===== config.mk =====
export PLATFORM = sky130hd
export DESIGN_NAME = vx_ibuf_stage
export DESIGN_NICKNAME = d
export VERILOG_FILES = /design/src/rtl/vx_ibuf_stage_pkg.sv /design/src/rtl/vx_ibuf_stage_fifo_queue.sv /design/src/rtl/vx_ibuf_stage.sv
export SDC_FILE = /design/constraint.sdc
export NUM_CORES = 1
export LEC_CHECK = 0
export CAP_MARGIN = 10
export CORE_UTILIZATION = 48
export DETAILED_ROUTE_END_ITERATION = 6
export HOLD_SLACK_MARGIN = 0.08
export PLACE_DENSITY = 0.71
export SYNTH_ARGS = -nofsm -noshare
export SYNTH_HDL_FRONTEND = slang
export SYNTH_HIERARCHICAL = 1
export SYNTH_SLANG_ARGS = --single-unit

===== constraint.sdc =====
create_clock -name clk -period 4.2 [get_ports clk]
set_input_delay 0.84 -clock clk [delete_from_list [all_inputs] [get_ports clk]]
set_output_delay 0.84 -clock clk [all_outputs]
set_load 0.01 [all_outputs]

===== src/rtl/vx_ibuf_stage_pkg.sv =====
// Shared widths and the instruction-buffer entry type for vx_ibuf_stage.
// Build-time sizes fall back to defaults when the core config header has not set them.
`ifndef NUM_WARPS
`define NUM_WARPS 4
`endif
`ifndef IBUF_SIZE
`define IBUF_SIZE 4
`endif
`ifndef NUM_THREADS
`define NUM_THREADS 4
`endif
`ifndef XLEN
`define XLEN 32
`endif
`ifndef NW_BITS
`define NW_BITS 2
`endif
`ifndef UUID_BITS
`define UUID_BITS 44
`endif
`ifndef UP
`define UP(x) (((x) > 0) ? (x) : 1)
`endif

package VX_gpu_types;
  typedef struct packed {
    logic [`NUM_THREADS-1:0]     tmask;
    logic [`XLEN-1:0]            PC;
    logic [31:0]                 data;
    logic [`UP(`UUID_BITS)-1:0]  uuid;
  } ibuf_entry_t;
endpackage

package vx_ibuf_stage_pkg;
  localparam int unsigned NW_WIDTH   = `UP(`NW_BITS);
  localparam int unsigned UUID_WIDTH = `UP(`UUID_BITS);

  typedef enum logic {
    SEL_FREE,
    SEL_LOCKED
  } sel_state_e;

  function automatic logic [NW_WIDTH-1:0] wrap_inc(input logic [NW_WIDTH-1:0] w,
                                                   input int unsigned n);
    return (32'(w) >= n - 1) ? '0 : w + NW_WIDTH'(1);
  endfunction
endpackage


===== src/rtl/vx_ibuf_stage_fifo_queue.sv =====
// VX_fifo_queue: single-clock circular FIFO with occupancy count; push ignored when full,
// pop ignored when empty, head visible combinationally on data_out.
module VX_fifo_queue #(
  parameter int unsigned DATAW = 8,
  parameter int unsigned DEPTH = 4
) (
  input  logic             clk,
  input  logic             reset_n,
  input  logic             push,
  input  logic             pop,
  input  logic [DATAW-1:0] data_in,
  output logic [DATAW-1:0] data_out,
  output logic             empty,
  output logic             full
);
  localparam int unsigned AW = (DEPTH > 1) ? $clog2(DEPTH) : 1;
  localparam int unsigned CW = $clog2(DEPTH + 1);

  logic [DATAW-1:0] mem [DEPTH];
  logic [AW-1:0]    rd_ptr, wr_ptr;
  logic [CW-1:0]    count;
  logic             do_push, do_pop;

  function automatic logic [AW-1:0] adv(input logic [AW-1:0] p);
    return (32'(p) >= DEPTH - 1) ? '0 : p + AW'(1);
  endfunction

  assign empty    = (count == '0);
  assign full     = (count == CW'(DEPTH));
  assign do_push  = push && !full;
  assign do_pop   = pop && !empty;
  assign data_out = mem[rd_ptr];

  always_ff @(posedge clk or negedge reset_n) begin
    if (!reset_n) begin
      rd_ptr <= '0;
      wr_ptr <= '0;
      count  <= '0;
    end else begin
      if (do_push) wr_ptr <= adv(wr_ptr);
      if (do_pop)  rd_ptr <= adv(rd_ptr);
      case ({do_push, do_pop})
        2'b10:   count <= count + CW'(1);
        2'b01:   count <= count - CW'(1);
        default: count <= count;
      endcase
    end
  end

  always_ff @(posedge clk) begin
    if (do_push) mem[wr_ptr] <= data_in;
  end
endmodule


===== src/rtl/vx_ibuf_stage.sv =====
// vx_ibuf_stage: per-warp instruction buffers between icache response and decode, drained
// round-robin with a grant lock. Define IBUF_BYPASS_EN for 0-cycle forwarding into empty queues.
module vx_ibuf_stage
  import VX_gpu_types::*;
  import vx_ibuf_stage_pkg::*;
#(
  parameter int          CORE_ID   = 0,
  parameter int unsigned NUM_WARPS = `NUM_WARPS,
  parameter int unsigned IBUF_SIZE = `IBUF_SIZE
) (
  input  logic                    clk,
  input  logic                    reset_n,
  input  logic                    rsp_valid,
  output logic                    rsp_ready,
  input  logic [NW_WIDTH-1:0]     rsp_wid,
  input  logic [`NUM_THREADS-1:0] rsp_tmask,
  input  logic [`XLEN-1:0]        rsp_PC,
  input  logic [31:0]             rsp_data,
  input  logic [UUID_WIDTH-1:0]   rsp_uuid,
  output logic                    out_valid,
  input  logic                    out_ready,
  output logic [NW_WIDTH-1:0]     out_wid,
  output logic [`NUM_THREADS-1:0] out_tmask,
  output logic [`XLEN-1:0]        out_PC,
  output logic [31:0]             out_data,
  output logic [UUID_WIDTH-1:0]   out_uuid,
  output logic [NUM_WARPS-1:0]    ibuf_pop
);
  ibuf_entry_t          rsp_entry, sel_entry;
  ibuf_entry_t          head [NUM_WARPS];
  logic [NUM_WARPS-1:0] q_empty, q_full, q_push, q_pop, cand;
  sel_state_e           state, state_n;
  logic [NW_WIDTH-1:0]  rr_ptr, lock_wid, lock_wid_n, sel_wid, hi_wid, lo_wid;
  logic                 hi_found, lo_found, sel_found;
  logic                 rsp_full, rsp_fire, out_fire, bypass;
  logic [31:0]          unused_core_id;

  assign unused_core_id = 32'(CORE_ID);
  assign rsp_entry      = {rsp_tmask, rsp_PC, rsp_data, rsp_uuid};

  for (genvar w = 0; w < NUM_WARPS; w++) begin : g_queue
    VX_fifo_queue #(
      .DATAW($bits(ibuf_entry_t)),
      .DEPTH(IBUF_SIZE)
    ) u_queue (
      .clk      (clk),
      .reset_n  (reset_n),
      .push     (q_push[w]),
      .pop      (q_pop[w]),
      .data_in  (rsp_entry),
      .data_out (head[w]),
      .empty    (q_empty[w]),
      .full     (q_full[w])
    );
  end

  // Out-of-range warp ids are never accepted.
  always_comb begin
    rsp_full = 1'b1;
    for (int unsigned w = 0; w < NUM_WARPS; w++)
      if (rsp_wid == NW_WIDTH'(w)) rsp_full = q_full[w];
  end

  assign rsp_ready = ~rsp_full;
  assign rsp_fire  = rsp_valid && rsp_ready;

`ifdef IBUF_BYPASS_EN
  logic rsp_empty, byp_req;

  always_comb begin
    rsp_empty = 1'b0;
    for (int unsigned w = 0; w < NUM_WARPS; w++)
      if (rsp_wid == NW_WIDTH'(w)) rsp_empty = q_empty[w];
  end

  assign byp_req = rsp_fire && rsp_empty && reset_n;
  assign bypass  = byp_req && (state == SEL_FREE) && (sel_wid == rsp_wid);

  always_comb begin
    cand = ~q_empty;
    for (int unsigned w = 0; w < NUM_WARPS; w++)
      if (byp_req && rsp_wid == NW_WIDTH'(w)) cand[w] = 1'b1;
  end
`else
  assign bypass = 1'b0;
  assign cand   = ~q_empty;
`endif

  // First candidate at or above the pointer wins, else the lowest one (wrap-around search).
  always_comb begin
    hi_found = 1'b0;
    lo_found = 1'b0;
    hi_wid   = '0;
    lo_wid   = '0;
    for (int unsigned w = 0; w < NUM_WARPS; w++) begin
      if (cand[w] && 32'(rr_ptr) <= w && !hi_found) begin
        hi_found = 1'b1;
        hi_wid   = NW_WIDTH'(w);
      end
      if (cand[w] && !lo_found) begin
        lo_found = 1'b1;
        lo_wid   = NW_WIDTH'(w);
      end
    end
    sel_found = hi_found || lo_found;
    sel_wid   = hi_found ? hi_wid : lo_wid;
    if (state == SEL_LOCKED) begin
      sel_found = 1'b1;
      sel_wid   = lock_wid;
    end
  end

  always_comb begin
    sel_entry = head[0];
    for (int unsigned w = 0; w < NUM_WARPS; w++)
      if (sel_wid == NW_WIDTH'(w)) sel_entry = head[w];
    if (bypass) sel_entry = rsp_entry;
  end

  assign out_valid = sel_found;
  assign out_fire  = out_valid && out_ready;
  assign out_wid   = sel_wid;
  assign out_tmask = sel_entry.tmask;
  assign out_PC    = sel_entry.PC;
  assign out_data  = sel_entry.data;
  assign out_uuid  = sel_entry.uuid;

  always_comb begin
    ibuf_pop = '0;
    q_push   = '0;
    q_pop    = '0;
    for (int unsigned w = 0; w < NUM_WARPS; w++) begin
      ibuf_pop[w] = out_fire && (sel_wid == NW_WIDTH'(w));
      q_pop[w]    = ibuf_pop[w] && !bypass;
      q_push[w]   = rsp_fire && (rsp_wid == NW_WIDTH'(w)) && !(bypass && out_ready);
    end
  end

  // A presented-but-stalled grant is frozen until it fires.
  always_comb begin
    state_n    = state;
    lock_wid_n = lock_wid;
    case (state)
      SEL_FREE: begin
        if (out_valid && !out_ready) begin
          state_n    = SEL_LOCKED;
          lock_wid_n = sel_wid;
        end
      end
      SEL_LOCKED: begin
        if (out_ready) state_n = SEL_FREE;
      end
      default: state_n = SEL_FREE;
    endcase
  end

  always_ff @(posedge clk or negedge reset_n) begin
    if (!reset_n) begin
      state    <= SEL_FREE;
      lock_wid <= '0;
      rr_ptr   <= '0;
    end else begin
      state    <= state_n;
      lock_wid <= lock_wid_n;
      if (out_fire) rr_ptr <= wrap_inc(sel_wid, NUM_WARPS);
    end
  end
endmodule


==> summary.txt, run 1 <==
Run status
  • Status: complete, but fails checks
  • Failing checks: negative setup slack

Yosys
  • Mapped cell area: 70300 µm²
  • Gate count of the mapped netlist: 3188
  • Post-synth top area share: 0.766
  • Seq cells post-synth: 1825
  • Leading area contributor after synthesis: edfxtp_1
  • FFs w/ async S/R, synth: 0.0181
  • Post-synthesis sequential area ratio: 0.777
  • Synth top area cells: edfxtp_1 (77%), mux4_2 (14%), mux2i_1 (1.6%), dfrtp_1 (1.2%), a21oi_1 (0.83%)
  • Ys flop type: edfxtp_1
  • Avg Inst Size Synth: 22.0 µm²
  • Post-synth EDFFs: 1792
  • Synth Warn #: 6
  • Post-synth cell types: 38
  • Syn Nets: 3338

Run
  • Max Cap Viol: 0

Worst setup path
  • CP endpoint kind: register
  • CP required: 4930 ps
  • Most used cell, CP: buf_4
  • Max FO, Critical Path: 5
  • Crit path DAT: 5380 ps
  • CP Class: register to register
  • Startpoint types: register
  • Crit path largest cell delay: 400 ps
  • Critical path's slowest cell: dfrtp_1

Clock network
  • Reg clk slew, reported paths: 70 ps
  • TritonCTS clock tree: yes
  • Hold buffers post-CTS: 0
  • Max Buffers Root-to-Sink: 3
  • Cts bufs inserted: 179
  • Skew-Pair Late Insertion Delay: 830 ps
  • Clk root buf: clkbuf_16
  • # clock sinks: 1825
  • H-tree Lvls: 4

Place
  • DP HPWL: 89100 µm
  • Pre-CTS WS: -111 ps
  • PortBufs: 237
  • Placer Congestion: 0.764

Final layout
  • Commonest non-fill, non-tap cells in the layout: edfxtp_1 (1792), mux4_2 (449), clkbuf_16 (189)
  • Nets@finish: 3884
  • Most common cell after layout, fill and taps aside: edfxtp_1
  • Share of cells above drive strength 1: 0.368
  • Area Overhead vs Synth: 20.8%
  • Filler cells: 10100
  • Util after Layout: 0.583

Power and ir drop
  • Leak Pwr: 27.2 nW
  • PD cells: 712 nW/µm²
  • Maximum ir drop on the vdd rail: 0.442 mV

Detailed routing
  • Drt via density: 5.87
  • Vias: 34100
  • DRT iter0 DRCs: 3242
  • First-pass DRT Iterations: 7
  • Routed len/inst: 28.2 µm
  • Total detailed-routing wirelength: 163000 µm
  • Post-route ant nets: 0
  • Remaining routing DRC violations: 0

Die
  • Die X: 385 µm
  • Std-Cell Rows: 140
  • # IOs: 238
  • Die area: 148000 µm²
  • Core ar.: 146000 µm²
  • DIE HEIGHT: 385 µm
  • Starting density of the core: 0.483

STA
  • Least-Margin Pin Slew: 1030 ps
  • Final slew viol count: 0
  • Final period util: 1.11
  • RSZ-0062 raised after global routing: yes
  • Final WS setup: -455 ps
  • Crit path time final: 4650 ps
  • Slew HR: 0.312
  • Final setup fails: 113
  • Clk_skew: 43.2 ps
  • Hold Slack: 499 ps
  • Max Clock Freq: 215 MHz
  • Final hold violations: 0

Global route
  • Largest net degree at the start of global routing: 63
  • Grt ovf: 0
  • First-pass GRT wire length: 232000 µm
  • Initial antenna violation count: 12
  • GRT Util Overall: 0.218
  • Vias in the first global route: 34800

Worst hold path
  • Hold Crit Class: register to register
==> cell type report <==
cell class / count / area (µm²) / area share
diodes: 2 / 5.00 / 0.0000589
clock buffers: 221 / 4690 / 0.0552
clock inverters: 105 / 967 / 0.0114
inverters: 37 / 139 / 0.00164
multi-input cells: 1159 / 16100 / 0.190
flip-flops and latches: 1825 / 54700 / 0.644
well taps: 1917 / 2400 / 0.0282
repair buffers: 532 / 5960 / 0.0702
==> per-layer routing <==
metal | part of all wire | GRT usage | routed length, µm | vias up
li1 | - | - | - | 14300
met1 | 0.41 | 0.297 | 66500 | 18200
met2 | 0.50 | 0.355 | 81300 | 1281
met3 | 0.071 | 0.0469 | 11600 | 256
met4 | 0.024 | 0.0655 | 3900 | 18
met5 | 0.00063 | 0 | 103 | -
==> sequential cells by signal, summed over array words and instances (netlist names) <==
name and count:
g_queue.u_queue/mem 1792, g_queue.u_queue/count 12, g_queue.u_queue/rd_ptr 8, g_queue.u_queue/wr_ptr 8, lock_wid 2, rr_ptr 2, state 1
==> through the flow <==
| step | instance area, µm² | std cells | TNS (ps) | power [W] |
|---|---|---|---|---|
| after global routing | 84900 | 5796 | -49450 | 0.0627 |
| after CTS | 83600 | 5746 | -19190 | 0.0588 |
| after global placement | 76300 | 5332 | -244 | 0.0412 |
| after detailed placement | 76300 | 5332 | -229 | 0.0413 |
| final | 84900 | 5798 | -35030 | 0.0605 |
| after floorplan | 70300 | 3188 | 0 | 0.0332 |
==> cells in the mapped netlist, types with 7 or more instances <==
cell type and n:
buf_6 32, and2_1 12, nor2_1 129, buf_2 75, o21ai_0 50, edfxtp_1 1792, buf_1 7, mux2i_1 114
o21ai_1 70, dfrtp_1 33, mux4_2 449, xor2_1 8, and3_2 8, clkbuf_1 40, inv_1 37, ha_1 28
a21oi_1 116, mux2_2 13, nand2_1 122
==> critical path: cells and delay by family (launching register included) <==
kind                   cells  cell delay, ps
AO/OA/AOI/OAI              3             520
flip-flops                 1             400
buffers and inverters     27            3420
AND/OR/NAND/NOR            2             230
==> what timing repair did <==
| item | in CTS | in global routing |
|---|---|---|
| cloned | 15 | 9 |
| resized for setup | 729 | 239 |
| endpoints found under the setup margin | 116 | 117 |
| pin swaps | 72 | 93 |
| setup buffers | 76 | 45 |
==> path summary, 6_finish.rpt <==
path / start / endpoint / slack, ps / depth (start not counted)
setup / recovery: g_queue[2].u_queue/count[1] / lock_wid[0] / -450 / 32
hold / removal: g_queue[3].u_queue/count[2] / g_queue[3].u_queue/count[2] / 500 / 1
setup reg to reg: g_queue[2].u_queue/count[1] / lock_wid[0] / -450 / 32
hold reg to reg: g_queue[3].u_queue/count[2] / g_queue[3].u_queue/count[2] / 500 / 1
max in group asynchronous: reset_n / g_queue[0].u_queue/rd_ptr[1] / 2830 / 1
min in group asynchronous: reset_n / g_queue[2].u_queue/rd_ptr[0] / 600 / 1
==> logic make-up after synthesis <==
family          count (synthesis)  share of synthesized area
simple gates                  295                     0.0177
mux                           580                      0.163
buf+inv                       204                     0.0172
xor+xnor                       12                    0.00150
compound gates                240                     0.0172
flops                        1825                      0.777
fa+ha+maj                      32                    0.00612
==> power by group <==
part	internal [W]	total [W]	leakage, nW	switching, W
logic	0.0112	0.0229	7.86	0.0118
clock network	0.00872	0.0155	2.76	0.00679
registers	0.0212	0.0221	16.6	0.000835
total	0.0411	0.0605	27.2	0.0194
Note: power is estimated with default switching activity, not from simulation.
==> run 2, diff against run 1 <==
- CTS_BUF_LIST: unset -> sky130_fd_sc_hd__clkbuf_4 sky130_fd_sc_hd__clkbuf_8 sky130_fd_sc_hd__clkbuf_16
==> run 2 against run 1 <==
Against the previous run:
- the flow still finishes with violations (negative setup slack)
- core utilization down 0.56 points
- first-iteration DRC count fell by 0.43%
- clock power barely moved
- critical path depth is 16 lower
- clock-buffer cell count is the same
- critical endpoint is now out_data[16]
- highest routed layer unchanged
==> summary.txt, run 2 (synthesis gave the netlist of run 1 again) <==
Detailed routing
  • Vias: 33700
  • Post-route ant nets: 0
  • DRT iter0 DRCs: 3228
  • Routed len/inst: 27.7 µm
  • Remaining routing DRC violations: 0
  • First-pass DRT Iterations: 5
  • Drt via density: 5.88
  • Total detailed-routing wirelength: 159000 µm

Die
  • # IOs: 238
  • Std-Cell Rows: 140
  • DIE HEIGHT: 385 µm
  • Starting density of the core: 0.483
  • Die area: 148000 µm²
  • Die X: 385 µm
  • Core ar.: 146000 µm²

Global route
  • Vias in the first global route: 34300
  • GRT Util Overall: 0.214
  • Largest net degree at the start of global routing: 63
  • First-pass GRT wire length: 228000 µm
  • Initial antenna violation count: 12
  • Grt ovf: 0

Worst setup path
  • Max FO, Critical Path: 8
  • Worst Reg-to-Reg Cells: 20
  • CP endpoint: out_data[16]
  • R2R Setup Slk: 610 ps
  • Crit path DAT: 3600 ps
  • Crit path launch: g_queue[2].u_queue/count[0]
  • Worst R2R End: g_queue[1].u_queue/count[2]
  • CP endpoint kind: primary output
  • CP Class: register to primary output
  • Startpoint types: register
  • R2r startpoint: g_queue[2].u_queue/count[0]
  • CP required: 3360 ps

Power and ir drop
  • PD cells: 704 nW/µm²
  • Maximum ir drop on the vdd rail: 0.441 mV
  • Leak Pwr: 26.9 nW
  • Power after layout: 0.0593 W

Final layout
  • Max reg flops: 1792
  • Most common cell after layout, fill and taps aside: edfxtp_1
  • FF+latch area: 54700 µm²
  • Commonest non-fill, non-tap cells in the layout: edfxtp_1 (1792), mux4_2 (449), clkbuf_16 (189)
  • Area Overhead vs Synth: 19.7%
  • Nets@finish: 3828
  • Largest Register: g_queue.u_queue/mem
  • Layout Cells excl Fill: 5742
  • Largest registers: g_queue.u_queue/mem (1792), g_queue.u_queue/count (12)
  • Share of cells above drive strength 1: 0.358
  • Final Cell Area: 84100 µm²
  • Filler cells: 10200
  • Multi-input gate area: 15800 µm²

STA
  • Hold Slack: 497 ps
  • Max Clock Freq: 225 MHz
  • Slew HR: 0.327
  • Final hold violations: 0
  • Clk_skew: 48.7 ps
  • Final period util: 1.06
  • RSZ-0062 raised after global routing: yes
  • Final WS setup: -236 ps
  • Final setup fails: 99
  • Least-Margin Pin Slew: 1010 ps
  • Final slew viol count: 0
  • Final setup TNS: -9720 ps
  • Crit path time final: 4440 ps

Clock network
  • Skew-Pair Late Insertion Delay: 830 ps
  • Reg clk slew, reported paths: 60 ps
  • Clk root buf: clkbuf_16
  • TritonCTS clock tree: yes
  • Cts bufs inserted: 179
  • Max Buffers Root-to-Sink: 3
  • H-tree Lvls: 4
  • # clock sinks: 1825

Place
  • PortBufs: 237
  • Placed inst area: 76300 µm²
  • DP HPWL: 89100 µm
  • Placer Congestion: 0.764
  • Placed Instances: 5332

Run status
  • Status: complete, but fails checks
  • Failing checks: negative setup slack

Worst hold path
  • Hold Crit Class: register to register
  • Hold Path Origin: lock_wid[0]

Run
  • Max Cap Viol: 0
==> run 2: worst min path at each step <==
stage / endpoint / slack [ps] / cells after the start
2_1_floorplan: lock_wid[0] / 450 / 2
3_3_place_gp: g_queue[3].u_queue/count[2] / 470 / 1
3_5_place_dp: g_queue[2].u_queue/count[2] / 480 / 1
4_1_cts: g_queue[2].u_queue/count[2] / 490 / 1
5_1_grt: g_queue[3].u_queue/count[2] / 530 / 1
6_report: lock_wid[0] / 500 / 2
==> run 2: through the flow <==
step	util	worst slack, ps
after floorplan	-	599
after global placement	0.524	-108
after detailed placement	0.524	-111
after CTS	0.571	-285
after global routing	0.578	-410
final	0.578	-236
==> run 2: area by class of cell <==
class / instances / share of cell area
diodes: 2 / 0.0000595
clock buffers: 221 / 0.0575
clock inverters: 105 / 0.0115
inverters: 37 / 0.00165
multi-input cells: 1159 / 0.187
flip-flops and latches: 1825 / 0.650
well taps: 1917 / 0.0285
repair buffers: 476 / 0.0635
==> run 2: where the power goes <==
group          switching [W]  internal, W  total, W
logic                 0.0111       0.0103    0.0215
registers           0.000833       0.0212    0.0221
clock network        0.00675      0.00897    0.0157
==> run 2: critical path: stages (launching register included) <==
cell and delay [ps]:
dfrtp_1 390, nor3_2 190, buf_4 150, nor2_1 50, a21oi_2 180, o21ai_2 100
o21ai_2 160, buf_4 130, ha_4 160, buf_12 150, buf_12 160, buf_16 180
mux2i_4 270, nor2_1 60, a21oi_1 150, o21ai_1 120, buf_2 160
==> run 2: per-layer routing <==
layer	global-route usage	wire length, µm
met5	0	87
met1	0.294	65700
met3	0.0417	10800
met2	0.349	79300
met4	0.0616	3310
==> run 2: repair_timing <==
action	in CTS	in global routing
hold buffers	0	0
setup buffers	25	42
pin swaps	46	66
gates cloned	10	9
setup endpoints to repair	116	116
gates resized for setup	595	233
